## config.mk

```make
export PLATFORM = sky130hd
export DESIGN_NAME = multi_rate_divider
export DESIGN_NICKNAME = d
export VERILOG_FILES = /design/src/rtl/multi_rate_divider.sv
export SDC_FILE = /design/constraint.sdc
export NUM_CORES = 1
export LEC_CHECK = 0
export ABC_AREA = 1
export BUFFER_PORTS_ARGS = -buffer_cell sky130_fd_sc_hd__buf_4
export CAP_MARGIN = 20
export CORE_ASPECT_RATIO = 0.6
export CORE_MARGIN = 10
export CORE_UTILIZATION = 30
export CTS_BUF_LIST = sky130_fd_sc_hd__clkbuf_16
export DETAILED_ROUTE_END_ITERATION = 16
export SLEW_MARGIN = 20
export SYNTH_ARGS = -nofsm -noshare
export SYNTH_HDL_FRONTEND = slang
export SYNTH_SLANG_ARGS = --single-unit
export TNS_END_PERCENT = 50
```

## constraint.sdc

```tcl
create_clock -name clock -period 6.2 [get_ports clock]
set_input_delay 1.24 -clock clock [delete_from_list [all_inputs] [get_ports clock]]
set_output_delay 1.24 -clock clock [all_outputs]
set_load 0.02 [all_outputs]
```

## src/rtl/multi_rate_divider.sv

```systemverilog
// Multi-channel programmable rate divider: one down-counter per channel with
// periodic/one-shot modes, start/stop/pause control, tick pulse and tick counter.
module multi_rate_divider #(
  parameter int CHANNELS    = 4,
  parameter int WIDTH       = 28,
  parameter int COUNT_WIDTH = 8
) (
  input  logic                            clock,
  input  logic                            reset,
  input  logic [CHANNELS-1:0]             start,
  input  logic [CHANNELS-1:0]             stop,
  input  logic [CHANNELS-1:0]             enable,
  input  logic [CHANNELS-1:0]             one_shot,
  input  logic [CHANNELS*WIDTH-1:0]       divide_by,
  output logic [CHANNELS-1:0]             tick,
  output logic [CHANNELS-1:0]             busy,
  output logic [CHANNELS*COUNT_WIDTH-1:0] tick_count
);

  // state | meaning
  // IDLE  | counter parked at 0, waiting for start; tick_count keeps last value
  // RUN   | counting down; reloads (periodic) or returns to IDLE (one-shot)
  localparam logic [0:0] ST_IDLE = 1'b0;
  localparam logic [0:0] ST_RUN  = 1'b1;

  for (genvar g = 0; g < CHANNELS; g++) begin : g_chan
    logic [0:0]             state_q;
    logic [WIDTH-1:0]       cnt_q;
    logic                   tick_q;
    logic [COUNT_WIDTH-1:0] tc_q;
    logic [WIDTH-1:0]       period;

    assign period = divide_by[g*WIDTH +: WIDTH];

    always_ff @(posedge clock or posedge reset) begin
      if (reset) begin
        state_q <= ST_IDLE;
        cnt_q   <= '0;
        tick_q  <= 1'b0;
        tc_q    <= '0;
      end else if (state_q == ST_IDLE) begin
        tick_q <= 1'b0;
        if (start[g]) begin
          cnt_q   <= period;
          tc_q    <= '0;
          state_q <= ST_RUN;
        end
      end else if (stop[g]) begin
        // stop beats a simultaneous start and suppresses a pending terminal tick
        state_q <= ST_IDLE;
        cnt_q   <= '0;
        tick_q  <= 1'b0;
      end else if (start[g]) begin
        cnt_q  <= period;
        tc_q   <= '0;
        tick_q <= 1'b0;
      end else if (!enable[g]) begin
        tick_q <= 1'b0;
      end else if (cnt_q == '0) begin
        tick_q <= 1'b1;
        tc_q   <= tc_q + COUNT_WIDTH'(1);
        if (one_shot[g]) state_q <= ST_IDLE;
        else             cnt_q   <= period;
      end else begin
        cnt_q  <= cnt_q - WIDTH'(1);
        tick_q <= 1'b0;
      end
    end

    assign tick[g]                              = tick_q;
    assign busy[g]                              = (state_q == ST_RUN);
    assign tick_count[g*COUNT_WIDTH +: COUNT_WIDTH] = tc_q;
  end

endmodule
```

==> impl_metrics.ini <==
[drt]
drc = 0
ant_nets = 0
drt_iter0_drc = 1085
wl_per_cell_um = 15.2
viasPerCell = 4.87
dr.pass1.iters = 5
vias = 13498
wl_um = 42100

[sta]
clock.fmax_mhz = 347
slew_headroom = 0.317
min_period_ns = 2.88
final-hold-violation-count = 0
slew_viol_final = 0
worst_pin_slew_ns = 1.02
whs_ns = 0.486
fin_ws_ns = 3.32
setup_violations = 0
finalCritPeriodShare = 0.464
setup-tns-final_ns = 0
rsz0062_at_grt = false
fin_worst_skew_ns = 0.0156

[clocking]
cts.sinks = 152
post_cts_buffers = 0
clk_path_buf_depth = 2
cts_inserted_buffers = 17
cts-root-buf = clkbuf_16
hold_buffers = 0
clk_latency_ns = 0.45
h-tree-depth = 4
ctsResizeCount = 0
cts_tree = yes
clkTransAtPathRegs_ns = 0.07

[synthesis]
dominantRegCellSynth = dfrtp_1
ys_seq_area_frac = 0.302
ys_top_cells_by_count = nand2_1, nor2_1, inv_1
synthCells = 2064
synth-seq-cells = 152
ys_types = 43
async_flop_share = 1.00
post-synth-top-area-cell = dfrtp_1
synth_nets = 2206
synth-warning-count = 0
synth_edf_count = 0
syn_avg_cell_area_um2 = 6.10
yosys.area.top_type_share = 0.302
yosys-top-cells-area = dfrtp_1, nand2_1, nor2_1
synth_most_common_cell = nand2_1
synth_area_um2 = 12600

[power]
power-per-cell-area_nw_per_um2 = 252
finalPower_mw = 3.73
p_leak_nw = 7.09
irDropWorstVdd_mv = 0.127

[layout]
diodes = 0
nets = 2331
utilization = 0.355
drive_gt1_frac = 0.139
stdcell_area_um2 = 14800
seq_area_um2 = 3800
stdcell_count = 2772
syn_to_final_growth_pct = 17.6
fillCellCount = 4560
multi_input_area_um2 = 7340

[floorplanning]
die_h_um = 179
die_w_um = 284
initial_core_util = 0.302
die_area_um2 = 50800
num_io_pins = 170
core_area_um2 = 41700
rows = 58

[worst_setup_path]
critPathLaunchType = input port
crit_path_top_delay_cell = nand2_2
crit_family = simple AND/OR/NAND/NOR gates
rrSetupSlack_ns = 3.33
r2r-end = g_chan[2].cnt_q[22]
cp_max_fo = 29
crit_path_end_kind = flip-flop
rr_startpoint = g_chan[2].cnt_q[0]
path_class = in -> reg
crit_chain = buf_4 > nor2_1 > inv_1 > nor2_1 > nand3_2 > nand2_2 > nor2_1 > a21oi_1
r2r_cells = 8
cp.required_ns = 6.56
arrival_ns = 3.24
worst_path_largest_cell_delay_ns = 0.78
crit_top_cell = nor2_1
cp_num_buf_inv = 2

[placed_design]
hpwl_um = 30400
portBuffers = 169
gp_congestion = 0.899
placed_cell_area_um2 = 14200
dp.cells = 2740
dp_slack_ns = 2.87

[hold_path]
worstHoldEndpoint = g_chan[1].cnt_q[0]
min_path_cells = 2
hold_path.class = reg -> reg
worstHoldStart = g_chan[1].cnt_q[0]

[run]
max-cap-violations = 0

[global_routing]
overflow = 0
antenna_found_initial = 0
grt_usage = 0.164
grt_pass1_vias = 12820
grt_max_degree = 60
grt_first_pass_wirelength_um = 68700

[outcome]
status = finished clean
metal layers:
| layer | vias up | global-route usage | part of all wire |
|---|---|---|---|
| li1 | 6796 | - | - |
| met1 | 6337 | 0.238 | 0.51 |
| met2 | 340 | 0.250 | 0.43 |
| met3 | 25 | 0.0320 | 0.053 |
| met4 | 0 | 0.0308 | 0.0095 |
| met5 | - | 0 | 0 |
cell families (layout without fill, tap and decap cells):
group | count (synthesis) | count (layout) | share of synthesized area
xor gates and xnor gates | 41 | 41 | 0.0285
AOI/OAI and AO/OA | 296 | 296 | 0.128
adders and majority gates | 12 | 12 | 0.0119
and+or+nand+nor | 1221 | 1221 | 0.414
buffers and inverters | 342 | 480 | 0.115
DFF | 152 | 152 | 0.302
report_power, final:
group          leakage [nW]  switching (mW)  total (mW)  internal [mW]
clock                 0.270           0.514        1.07          0.561
sequential             1.89           0.246        1.41           1.17
combinational          4.94           0.786        1.24          0.453
total                  7.09            1.55        3.73           2.18
flip-flops by register name, summed over array words and instances, names as in the netlist:
name,count
g_chan.tc_q,32
g_chan.tick_q,4
g_chan.state_q,4
g_chan.cnt_q,112
tightest hold or removal path, cell delays in order, from the launching register on:
cell and delay [ns]:
dfrtp_1 0.35, nand2_1 0.06, nand2_1 0.05
cell type report:
type                       count  share of cell area
multi-input combinational   1570               0.496
sequential                   152               0.257
timing repair buffer         185              0.0938
inverter                     263              0.0670
tap                          570              0.0482
clock buffer                  17              0.0287
clock inverter                15             0.00938
how the worst max path moves through the flow:
stage                       start                   to  slack [ns]  cells past startpoint
5_1_grt        g_chan[2].cnt_q[0]  g_chan[2].cnt_q[22]        3.02                      8
3_3_place_gp             start[2]   g_chan[2].cnt_q[1]        2.88                      9
6_report                 start[2]  g_chan[2].cnt_q[22]        3.32                      8
3_5_place_dp             start[2]   g_chan[2].cnt_q[2]        2.87                      8
4_1_cts        g_chan[2].cnt_q[0]   g_chan[2].cnt_q[1]        3.35                      9
2_1_floorplan               reset   g_chan[0].cnt_q[0]        0.87                      1
cells in the final DEF (no fill, tap or decap), types with 18 or more instances in the layout:
cell and instances:
nand2_1 475, nor2_1 420, nand4_1 46, nand3_1 203, xor2_1 27, nor2_2 34, o21ai_0 51, a21oi_1 190
buf_4 185, dfrtp_1 152, a21oi_2 18, inv_1 253
Note: power is estimated with default switching activity, not from simulation.
